--- src/rtl/apb_bus_pkg.sv ---
// rtl/apb_bus_pkg.sv - shared types and constants for the CPU-to-APB bridge
package apb_bus_pkg;

    localparam int DATA_WIDTH = 32;

    localparam logic [31:0] S1_BASE_DEFAULT = 32'h4000_D000;
    localparam logic [31:0] S1_MASK_DEFAULT = 32'hFFFF_F000;

    typedef enum logic [1:0] {
        IDLE   = 2'd0,
        SETUP  = 2'd1,
        ACCESS = 2'd2,
        NOSLV  = 2'd3
    } state_t;

endpackage

--- src/rtl/apb_bus_if.sv ---
// rtl/apb_bus_if.sv - CPU-side simple bus plus APB slave-1 port, seen from the bridge
interface apb_bus_if #(
    parameter int ADDR_WIDTH = 32
);
    import apb_bus_pkg::*;

    logic                    HSEL;
    logic [ADDR_WIDTH-1:0]   HADDR;
    logic                    HWRITE;
    logic [3:0]              HBE;
    logic [DATA_WIDTH-1:0]   HWDATA;
    logic [DATA_WIDTH-1:0]   HRDATA;
    logic                    HREADY;
    logic                    HREADYOUT;

    logic                    PSEL1;
    logic                    PENABLE_S1;
    logic                    PREADY_S1;
    logic [ADDR_WIDTH-1:0]   PADDR_S1;
    logic                    PWRITE_S1;
    logic [3:0]              PBE_S1;
    logic [DATA_WIDTH-1:0]   PWDATA_S1;
    logic [DATA_WIDTH-1:0]   PRDATA_S1;

    // The bridge is the APB master; CPU and peripheral together form the other side.
    modport master (
        input  HSEL, HADDR, HWRITE, HBE, HWDATA, HREADY, PREADY_S1, PRDATA_S1,
        output HRDATA, HREADYOUT, PSEL1, PENABLE_S1, PADDR_S1, PWRITE_S1, PBE_S1, PWDATA_S1
    );

    modport slave (
        output HSEL, HADDR, HWRITE, HBE, HWDATA, HREADY, PREADY_S1, PRDATA_S1,
        input  HRDATA, HREADYOUT, PSEL1, PENABLE_S1, PADDR_S1, PWRITE_S1, PBE_S1, PWDATA_S1
    );

endinterface

--- src/rtl/apb_bus.sv ---
// rtl/apb_bus.sv - single-slave bridge: captures one CPU transfer and runs APB SETUP/ACCESS
module apb_bus
    import apb_bus_pkg::*;
#(
    parameter int                    ADDR_WIDTH = 32,
    parameter logic [ADDR_WIDTH-1:0] S1_BASE    = S1_BASE_DEFAULT,
    parameter logic [ADDR_WIDTH-1:0] S1_MASK    = S1_MASK_DEFAULT
) (
    input  logic      PCLK,
    input  logic      PRESETn,
    apb_bus_if.master bus
);

    state_t state;
    state_t state_next;
    logic   accept;
    logic   s1_hit;

    assign s1_hit = (bus.HADDR & S1_MASK) == S1_BASE;

    always_ff @(posedge PCLK) begin
        if (PRESETn) begin
            state <= IDLE;
        end else begin
            state <= state_next;
        end
    end

    // APB strobes and HREADYOUT are pure state decodes, so a reset edge clears them at once.
    always_comb begin
        state_next     = state;
        accept         = 1'b0;
        bus.PSEL1      = 1'b0;
        bus.PENABLE_S1 = 1'b0;
        bus.HREADYOUT  = 1'b0;
        case (state)
            IDLE: begin
                bus.HREADYOUT = 1'b1;
                if (bus.HSEL && bus.HREADY) begin
                    accept     = 1'b1;
                    state_next = s1_hit ? SETUP : NOSLV;
                end
            end
            SETUP: begin
                bus.PSEL1  = 1'b1;
                state_next = ACCESS;
            end
            ACCESS: begin
                bus.PSEL1      = 1'b1;
                bus.PENABLE_S1 = 1'b1;
                if (bus.PREADY_S1) begin
                    state_next = IDLE;
                end
            end
            NOSLV: begin
                state_next = IDLE;
            end
            default: begin
                state_next = IDLE;
            end
        endcase
    end

    // Request fields stay latched after completion until the next acceptance.
    always_ff @(posedge PCLK) begin
        if (PRESETn) begin
            bus.PADDR_S1  <= '0;
            bus.PWRITE_S1 <= 1'b0;
            bus.PBE_S1    <= '0;
            bus.PWDATA_S1 <= '0;
            bus.HRDATA    <= '0;
        end else begin
            if (accept) begin
                bus.PADDR_S1  <= bus.HADDR;
                bus.PWRITE_S1 <= bus.HWRITE;
                bus.PBE_S1    <= bus.HBE;
                bus.PWDATA_S1 <= bus.HWDATA;
            end
            if (state == ACCESS && bus.PREADY_S1 && !bus.PWRITE_S1) begin
                bus.HRDATA <= bus.PRDATA_S1;
            end
            if (state == NOSLV && !bus.PWRITE_S1) begin
                bus.HRDATA <= '0;
            end
        end
    end

endmodule

--- src/flat_wrapper.sv ---
// flat-port wrapper written by rule: the top's interface ports become plain ports
module apb_bus_flat import apb_bus_pkg::*;
#(
    parameter int                    ADDR_WIDTH = 32,
    parameter logic [ADDR_WIDTH-1:0] S1_BASE    = S1_BASE_DEFAULT,
    parameter logic [ADDR_WIDTH-1:0] S1_MASK    = S1_MASK_DEFAULT
)
  (PCLK, PRESETn, bus_HSEL, bus_HADDR, bus_HWRITE, bus_HBE, bus_HWDATA, bus_HREADY, bus_PREADY_S1, bus_PRDATA_S1, bus_HRDATA, bus_HREADYOUT, bus_PSEL1, bus_PENABLE_S1, bus_PADDR_S1, bus_PWRITE_S1, bus_PBE_S1, bus_PWDATA_S1);
  apb_bus_if #(.ADDR_WIDTH(ADDR_WIDTH)) bus_i ();
  input  logic PCLK;
  input  logic PRESETn;
  input wire logic [$bits(bus_i.HSEL)-1:0] bus_HSEL;
  input wire logic [$bits(bus_i.HADDR)-1:0] bus_HADDR;
  input wire logic [$bits(bus_i.HWRITE)-1:0] bus_HWRITE;
  input wire logic [$bits(bus_i.HBE)-1:0] bus_HBE;
  input wire logic [$bits(bus_i.HWDATA)-1:0] bus_HWDATA;
  input wire logic [$bits(bus_i.HREADY)-1:0] bus_HREADY;
  input wire logic [$bits(bus_i.PREADY_S1)-1:0] bus_PREADY_S1;
  input wire logic [$bits(bus_i.PRDATA_S1)-1:0] bus_PRDATA_S1;
  output wire logic [$bits(bus_i.HRDATA)-1:0] bus_HRDATA;
  output wire logic [$bits(bus_i.HREADYOUT)-1:0] bus_HREADYOUT;
  output wire logic [$bits(bus_i.PSEL1)-1:0] bus_PSEL1;
  output wire logic [$bits(bus_i.PENABLE_S1)-1:0] bus_PENABLE_S1;
  output wire logic [$bits(bus_i.PADDR_S1)-1:0] bus_PADDR_S1;
  output wire logic [$bits(bus_i.PWRITE_S1)-1:0] bus_PWRITE_S1;
  output wire logic [$bits(bus_i.PBE_S1)-1:0] bus_PBE_S1;
  output wire logic [$bits(bus_i.PWDATA_S1)-1:0] bus_PWDATA_S1;
  assign bus_i.HSEL = bus_HSEL;
  assign bus_i.HADDR = bus_HADDR;
  assign bus_i.HWRITE = bus_HWRITE;
  assign bus_i.HBE = bus_HBE;
  assign bus_i.HWDATA = bus_HWDATA;
  assign bus_i.HREADY = bus_HREADY;
  assign bus_i.PREADY_S1 = bus_PREADY_S1;
  assign bus_i.PRDATA_S1 = bus_PRDATA_S1;
  assign bus_HRDATA = bus_i.HRDATA;
  assign bus_HREADYOUT = bus_i.HREADYOUT;
  assign bus_PSEL1 = bus_i.PSEL1;
  assign bus_PENABLE_S1 = bus_i.PENABLE_S1;
  assign bus_PADDR_S1 = bus_i.PADDR_S1;
  assign bus_PWRITE_S1 = bus_i.PWRITE_S1;
  assign bus_PBE_S1 = bus_i.PBE_S1;
  assign bus_PWDATA_S1 = bus_i.PWDATA_S1;
  apb_bus #(.ADDR_WIDTH(ADDR_WIDTH), .S1_BASE(S1_BASE), .S1_MASK(S1_MASK)) u_core (.PCLK(PCLK), .PRESETn(PRESETn), .bus(bus_i));
endmodule
--- config.mk ---
export PLATFORM = sky130hd
export DESIGN_NAME = apb_bus_flat
export DESIGN_NICKNAME = d
export VERILOG_FILES = /design/src/rtl/apb_bus_pkg.sv /design/src/rtl/apb_bus_if.sv /design/src/rtl/apb_bus.sv /design/src/flat_wrapper.sv
export SDC_FILE = /design/constraint.sdc
export NUM_CORES = 1
export LEC_CHECK = 0
export ABC_CLOCK_PERIOD_IN_PS = 1800
export BUFFER_PORTS_ARGS = -buffer_cell sky130_fd_sc_hd__buf_2
export CAP_MARGIN = 20
export CORE_MARGIN = 2
export CORE_UTILIZATION = 43
export DETAILED_ROUTE_END_ITERATION = 16
export MAX_ROUTING_LAYER = met4
export PLACE_DENSITY = 0.9
export SLEW_MARGIN = 20
export SYNTH_ARGS = -nofsm -noshare
export SYNTH_HDL_FRONTEND = slang
export SYNTH_SLANG_ARGS = --single-unit
export TNS_END_PERCENT = 1
--- constraint.sdc ---
create_clock -name PCLK -period 1.8 [get_ports PCLK]
set_clock_uncertainty 0.1 [all_clocks]
set_input_delay 0.09 -clock PCLK [delete_from_list [all_inputs] [get_ports PCLK]]
set_output_delay 0.09 -clock PCLK [all_outputs]
set_load 0.03 [all_outputs]
# After elaboration in Yosys (flattened, before gate mapping)

Index checks and enable logic that the tools add are counted.

Output and inout port bits: 104
Input bits: 106
Register bits after elaboration: 103
Logic and storage cells: 30

Mux-type cells: 9
Reductions and logical operators: 9
Equal/unequal tests: 6

Operator list:

| cell                                                                    | count |
|---|---|
| 20-bit by 19-bit == test with 1-bit output, second input constant       | 1 |
| 2-bit one-hot mux with 4 select lines                                   | 1 |
| 2-bit two-way mux                                                       | 3 |
| 1-bit two-way mux                                                       | 5 |
| 2-bit == test, second input constant                                    | 2 |
| 1-bit logical AND                                                       | 4 |
| 2-bit OR reduction                                                      | 2 |
| 2-bit by 1-bit == test with 1-bit output, second input constant         | 1 |
| 2-bit zero test                                                         | 1 |
| 2-bit by 1-bit inequality test with 1-bit output, second input constant | 1 |
| 2-bit inequality test, second input constant                            | 1 |
| 2-bit AND reduction                                                     | 1 |
| 1-bit zero test                                                         | 1 |

# Logic depth before layout (Yosys ltp)

Gate-level depths: netlist (run 1).

Depth after elaboration: 4
Gate-level depth with buffers: 8
Depth with buffers taken out: 6

# Least setup slack after synthesis (run 1)

OpenSTA, ideal clock, no wires.

Kind: flip-flop to flip-flop
Start point: reg u_core.state[0]
End point: reg u_core.state[0]
Arrival: 1.520 ns
Clock period less this slack: 1.685 ns
Data required time: 1.635 ns
Slack: 0.115 ns
Stages on the path, launching flop included: 7
Library setup time: 0.065 ns
Buffers on the path: 1
Cells stage by stage: dfxtp_1 -> inv_1 -> ha_1 -> nand3_1 -> buf_2 -> o22a_1 -> nor2_1

Cells in the longest elaborated chain, start to end: 3
Elaborated cells between the ends (all ways): 8
Classes of those cells: eq/ne: 5; mux: 1; reduce/logical: 2

Ends and longest elaborated chain:

| what                                                                                                              | line          | RTL |
|---|---|---|
| start, declared                                                                                                   | apb_bus.sv:14 | `state_t state;` |
| start signal, assigned                                                                                            | apb_bus.sv:25 | `state <= state_next;` |
| 2-bit == test / 2-bit zero test (equally long branches)                                                           | apb_bus.sv:36 | `case (state)` |
| 2-bit inequality test (no source line) / 2-bit by 1-bit inequality test with 1-bit output (equally long branches) | n/a           |  |
| 2-bit AND reduction (no source line)                                                                              | n/a           |  |

Parallel ways exist; a longest one is shown, timed or not.
A chain may end at the register's enable or synchronous reset.

# Worst setup path after layout (run 1)

Start point: reg u_core.state[0]
End point: reg u_core.bus.PWDATA_S1[1]

Cells in the longest elaborated chain, start to end: 2

Ends and longest elaborated chain:

| what                 | line             | RTL |
|---|---|---|
| 2-bit zero test      | apb_bus.sv:36    |  |
| 1-bit two-way mux    | apb_bus.sv:36    |  |
| end signal, assigned | apb_bus.sv:77    | `bus.PWDATA_S1 <= bus.HWDATA;` |
| end, declared        | apb_bus_if.sv:28 | `output HRDATA, HREADYOUT, PSEL1, PENABLE_S1, PADDR_S1, PWRITE_S1, PBE_S1, PWDATA_S1` |

No other way between the ends.

==> flow_summary.json, run 1 <==
{
  "power_density_mw_per_mm2": 878,
  "crit_chain": "inv_1 > ha_2 > and3_4 > buf_12 > nand2_1 > a21oi_1",
  "place_hpwl_um": 7580,
  "synth_top_area_frac": 0.562,
  "pwr-share-seq": 0.480,
  "fillCellCount": 577,
  "clkPwrFrac": 0.248,
  "grt_max_degree": 72,
  "clkSinkCount": 103,
  "cts_root_buf": "clkbuf_8",
  "ys_ff_latch": 103,
  "drt-pass1-iter-count": 6,
  "synth_edf_count": 0,
  "die-area_mm2": 0.00929,
  "crit_type": "register to register",
  "swShare": 0.330,
  "final_nets": 871,
  "netlist_instances": 466,
  "postCtsSetupRepairBufs": 0,
  "crit_path_top_delay_cell": "dfxtp_1",
  "clk_path_buf_depth": 2,
  "relSlewSlack": 0.508,
  "reg2reg_slack_ps": 70,
  "hp-class": "primary input to register",
  "p_total_w": 0.00528,
  "vias": 4405,
  "synth_ff_type": "dfxtp_1",
  "htree_num_levels": 3,
  "gr-usage-met2": 0.498,
  "syn-cell-area_mm2": 0.00367,
  "rsz0062_at_grt": "yes",
  "tightest_slew_ps": 738,
  "p_leak_nw": 2.73,
  "setup_violations": 0,
  "critPathLaunchType": "register",
  "internal-power_w": 0.00353,
  "vias_per_cell": 5.05,
  "synth_nets": 576,
  "met1_usage": 0.295,
  "clkTransAtPathRegs_ps": 110,
  "async_reset_ff_frac": 0,
  "core_mm2": 0.00826,
  "fin_crit_ps": 1730,
  "wirelength_um": 13200,
  "required_ps": 1980,
  "end_kind": "register",
  "post-route-period-util": 0.959,
  "final_antenna_net_count": 0,
  "grt_pass1_wl_um": 19700,
  "dieWidth_um": 96.4,
  "grt_usage": 0.283,
  "rows": 33,
  "final_util": 0.728,
  "slew_violations": 0,
  "hold_viol": 0,
  "drive_gt1_frac": 0.307,
  "comb_power_share": 0.271,
  "initial_core_util": 0.444,
  "areaGrowthSynthToFinish_pct": 63.8,
  "wire_per_inst_um": 15.2,
  "drcViolationCount": 0,
  "yosys-top-cells-area": "dfxtp_1 56%, nand2_1 21%, a21oi_1 14%, clkbuf_1 2.0%, buf_2 1.4%",
  "rr_worst_depth": 6,
  "fin_setup_tns_ps": 0,
  "postSynthAreaPerCell_um2": 7.88,
  "multi_input_area_mm2": 0.00146,
  "regArea_mm2": 0.00206,
  "dieHeight_um": 96.4,
  "grt_use_met3": 0.0621,
  "place.gp.congestion": 0.745,
  "fmax_mhz": 580,
  "yosysWarningCount": 0,
  "grt-ovfl-total": 0,
  "worst_path_largest_cell_delay_ps": 340,
  "top_usage_layer": "met2",
  "arrival_ps": 1900,
  "yosysSeqAreaShare": 0.562,
  "clk_latency_ps": 350,
  "first_global_vias": 4314,
  "io_buffers": 209,
  "switchingPower_w": 0.00174,
  "drtIter0Drc": 250,
  "status": "complete, no violations",
  "cts_made_buffers": 9,
  "whs_ps": 94.6,
  "synth_area_leader_cell": "dfxtp_1",
  "maxCapViolCount": 0,
  "cts_tree": "built",
  "whs_path_depth": 5,
  "dp_worst_setup_slack_ps": 31.1,
  "vdd_drop_max_v": 0.000525,
  "io_pins": 210,
  "ys_types": 24,
  "crit_path_max_fanout": 44,
  "fin_ws_ps": 74.6,
  "grt_antenna_before_repair": 1
}
==> Yosys cell counts (all sizes together) (2+ instances only) <==
cell,n
nand3,2
dfxtp,103
nand2,203
inv,3
nor4b,2
buf,13
clkbuf,20
and3,2
ha,4
a21oi,103
==> area by class of cell <==
type / count / share of cell area
timing repair buffer: 317 / 0.361
sequential: 103 / 0.343
multi-input combinational: 327 / 0.242
clock buffer: 12 / 0.0241
tap: 105 / 0.0219
clock inverter: 4 / 0.00520
inverter: 3 / 0.00187
antenna: 1 / 0.000416
==> cell families after synthesis <==
kind of cell,after synthesis,share of synthesized area
and+or+nand+nor,217,0.232
AOI/OAI and AO/OA,106,0.147
DFF,103,0.562
buffers and inverters,36,0.0453
adders and majority gates,4,0.0136
==> registers in the layout, summed over array words and instances (netlist names) <==
name,flops
u_core.state,2
u_core.bus.PWDATA_S1,32
u_core.bus.HRDATA,32
u_core.bus.PBE_S1,4
u_core.bus.PWRITE_S1,1
u_core.bus.PADDR_S1,32
==> worst max-delay path, delay by kind of cell, from the launching register on <==
| family | cells | cell delay [ps] |
|---|---|---|
| buffers and inverters | 2 | 350 |
| AND/OR/NAND/NOR | 2 | 390 |
| flip-flops | 1 | 340 |
| AO/OA/AOI/OAI | 1 | 200 |
| adder cells (fa/ha/maj) | 1 | 260 |
==> what timing repair did <==
item | CTS | global route
gates resized for setup | 0 | 3
endpoints found under the hold margin | 101 | 0
hold buffers | 101 | 0
setup endpoints to repair | 0 | 94
==> layer usage <==
layer / vias to the layer above / routed length (µm)
li1: 2085 / -
met1: 2004 / 4730
met2: 249 / 6860
met3: 67 / 1040
met4: 0 / 613
met5: - / 0
==> through the flow <==
stage / instance area (µm²) / instances
global route: 6010 / 872
CTS: 6000 / 871
detailed placement: 4810 / 754
global placement: 4810 / 754
floorplan: 3670 / 466
finish: 6010 / 872
==> cell usage in the layout (no fill, tap or decap), drive strengths merged <==
cell type | Yosys | routed
ha | 4 | 4
dfxtp | 103 | 103
nor4 | 1 | 1
nand2 | 203 | 203
and3 | 2 | 2
nor4b | 2 | 2
nand4b | 1 | 1
o221ai | 1 | 1
clkbuf | 20 | 12
a21o | 1 | 1
nand2b | 1 | 1
clkinv | 0 | 1
nor2b | 1 | 1
a21oi | 103 | 103
dlygate4sd3 | 0 | 101
inv | 3 | 3
buf | 13 | 216
o22a | 1 | 1
nand3 | 2 | 2
nand4 | 1 | 1
nor2 | 1 | 1
nor3 | 1 | 1
diode | 0 | 1
or3 | 1 | 1
clkinvlp | 0 | 3
==> power groups by stage <==
stage / clock [W] / sequential [W] / combinational, W
6_report: 0.00131 / 0.00253 / 0.00143
2_1_floorplan: 0 / 0.00289 / 0.000478
3_3_place_gp: 0 / 0.00257 / 0.00118
3_5_place_dp: 0 / 0.00258 / 0.00122
5_1_grt: 0.00143 / 0.00255 / 0.00154
4_1_cts: 0.00134 / 0.00253 / 0.00139
==> path summary, 6_finish.rpt <==
check | startpoint | endpoint
min | bus_HREADY | u_core.state[1]$_SDFFE_PP0P_
min reg2reg | u_core.bus.PWDATA_S1[8]$_SDFFE_PP0P_ | u_core.bus.PWDATA_S1[8]$_SDFFE_PP0P_
max reg2reg | u_core.state[0]$_SDFFE_PP0P_ | u_core.bus.PWDATA_S1[1]$_SDFFE_PP0P_
max | u_core.state[0]$_SDFFE_PP0P_ | u_core.bus.PWDATA_S1[1]$_SDFFE_PP0P_
Note: power is estimated with default switching activity, not from simulation.
==> inputs of run 2 (changes only) <==
--- a/config.mk
+++ b/config.mk
@@ -13,6 +13,7 @@
 export DETAILED_ROUTE_END_ITERATION = 16
 export MAX_ROUTING_LAYER = met4
 export PLACE_DENSITY = 0.9
+export RECOVER_POWER = 25
 export SLEW_MARGIN = 20
 export SYNTH_ARGS = -nofsm -noshare
 export SYNTH_HDL_FRONTEND = slang
==> flow_summary.json, run 2 (same netlist as run 1, synthesis figures left out) <==
{
  "final_nets": 871,
  "drive_gt1_frac": 0.240,
  "relSlewSlack": 0.509,
  "switchingPower_w": 0.00174,
  "worst_path_largest_cell_delay_ps": 340,
  "reg_top3": "u_core.bus.HRDATA: 32 flops, u_core.bus.PADDR_S1: 32 flops, u_core.bus.PWDATA_S1: 32 flops",
  "cts_made_buffers": 9,
  "drtIter0Drc": 269,
  "place_hpwl_um": 7580,
  "clk_latency_ps": 350,
  "core_mm2": 0.00826,
  "die-area_mm2": 0.00929,
  "power_density_mw_per_mm2": 884,
  "rows": 33,
  "drt-pass1-iter-count": 5,
  "grt_pass1_wl_um": 19700,
  "fmax_mhz": 579,
  "wirelength_um": 13200,
  "grt_usage": 0.283,
  "areaGrowthSynthToFinish_pct": 62.1,
  "hold_viol": 0,
  "hp-class": "primary input to register",
  "initial_core_util": 0.444,
  "dieWidth_um": 96.4,
  "fin_cells": 872,
  "p_total_w": 0.00526,
  "post-route-period-util": 0.960,
  "arrival_ps": 1900,
  "grt_antenna_before_repair": 1,
  "comb_power_share": 0.269,
  "layout_common_cells": "203 x nand2_1, 158 x buf_2, 103 x a21oi_1, 103 x dfxtp_1, 101 x dlygate4sd3_1",
  "vdd_drop_max_v": 0.000519,
  "crit_chain": "inv_1 > ha_2 > and3_4 > buf_12 > nand2_1 > a21oi_1",
  "end_kind": "register",
  "critPathLaunchType": "register",
  "drcViolationCount": 0,
  "tightest_slew_ps": 737,
  "internal-power_w": 0.00351,
  "fin_crit_ps": 1730,
  "crit_path_max_fanout": 44,
  "cts_tree": "built",
  "slew_violations": 0,
  "dp.cells": 754,
  "clkTransAtPathRegs_ps": 110,
  "crit_type": "register to register",
  "htree_num_levels": 3,
  "p_leak_nw": 2.52,
  "grt_max_degree": 72,
  "status": "complete, no violations",
  "cts_root_buf": "clkbuf_8",
  "grt-ovfl-total": 0,
  "dieHeight_um": 96.4,
  "clkSinkCount": 103,
  "clk_path_buf_depth": 2,
  "pwr-share-seq": 0.483,
  "postCtsSetupRepairBufs": 0,
  "maxCapViolCount": 0,
  "clkPwrFrac": 0.249,
  "whs_ps": 93.5,
  "swShare": 0.332,
  "setup_violations": 0,
  "rsz0062_at_grt": "yes",
  "io_buffers": 209,
  "fin_setup_tns_ps": 0,
  "vias": 4417,
  "required_ps": 1980,
  "io_pins": 210,
  "first_global_vias": 4314,
  "crit_path_top_delay_cell": "dfxtp_1",
  "final_common_cell": "nand2_1",
  "wire_per_inst_um": 15.2,
  "final_antenna_net_count": 0,
  "vias_per_cell": 5.07,
  "place.gp.congestion": 0.745
}
## run 2: what timing repair did
item / CTS / global route
hold endpoints to repair: 101 / 0
resized for setup: 0 / 3
setup endpoints to repair: 0 / 94
hold buffers: 101 / 0
## run 2: final timing paths
| path | slack, ps | start | cells after the start | to |
|---|---|---|---|---|
| max | 70 | u_core.state[0]$_SDFFE_PP0P_ | 6 | u_core.bus.PWDATA_S1[1]$_SDFFE_PP0P_ |
| min | 90 | bus_HREADY | 5 | u_core.state[1]$_SDFFE_PP0P_ |
| max reg2reg | 70 | u_core.state[0]$_SDFFE_PP0P_ | 6 | u_core.bus.PWDATA_S1[1]$_SDFFE_PP0P_ |
| min reg2reg | 350 | u_core.bus.PWDATA_S1[8]$_SDFFE_PP0P_ | 2 | u_core.bus.PWDATA_S1[8]$_SDFFE_PP0P_ |
## run 2: metrics by stage
| step | cell area, µm² | utilization | setup slack (ps) |
|---|---|---|---|
| 6_report | 5950 | 0.720 | 72.5 |
| 5_1_grt | 5950 | 0.720 | -8.10 |
| 4_1_cts | 6000 | 0.727 | 9.06 |
| 3_5_place_dp | 4810 | 0.583 | 31.1 |
| 3_3_place_gp | 4810 | 0.583 | 163 |
| 2_1_floorplan | 3670 | - | 115 |
## run 2: routing by layer
metal | share of wire | routed length, µm | vias up | GRT usage
met5 | 0 | 0 | - | -
met4 | 0.045 | 597 | 0 | 0.150
met3 | 0.076 | 1000 | 71 | 0.0621
met2 | 0.52 | 6860 | 243 | 0.498
met1 | 0.36 | 4780 | 2010 | 0.295
li1 | - | - | 2093 | -
## run 2: area by class of cell
type | instances | area (µm²)
diodes | 1 | 2.50
clock buffers | 12 | 145
clock inverters | 4 | 31.3
fillers | 615 | 2310
inverters | 3 | 11.3
multi-input cells | 327 | 1460
flip-flops and latches | 103 | 2060
well taps | 105 | 131
repair buffers | 317 | 2110
## run 2: power groups by stage
stage / sequential, W / clock [W] / combinational [W]
finish: 0.00254 / 0.00131 / 0.00141
global route: 0.00255 / 0.00143 / 0.00151
CTS: 0.00253 / 0.00134 / 0.00139
detailed placement: 0.00258 / 0 / 0.00122
global placement: 0.00257 / 0 / 0.00118
floorplan: 0.00289 / 0 / 0.000478
## run 2: critical path, delay by kind of cell (launching register included)
kind                     cells  cell delay (ps)
AO/OA/AOI/OAI                1              190
flip-flops                   1              340
AND/OR/NAND/NOR              2              390
adder cells (fa/ha/maj)      1              260
buffers and inverters        2              350
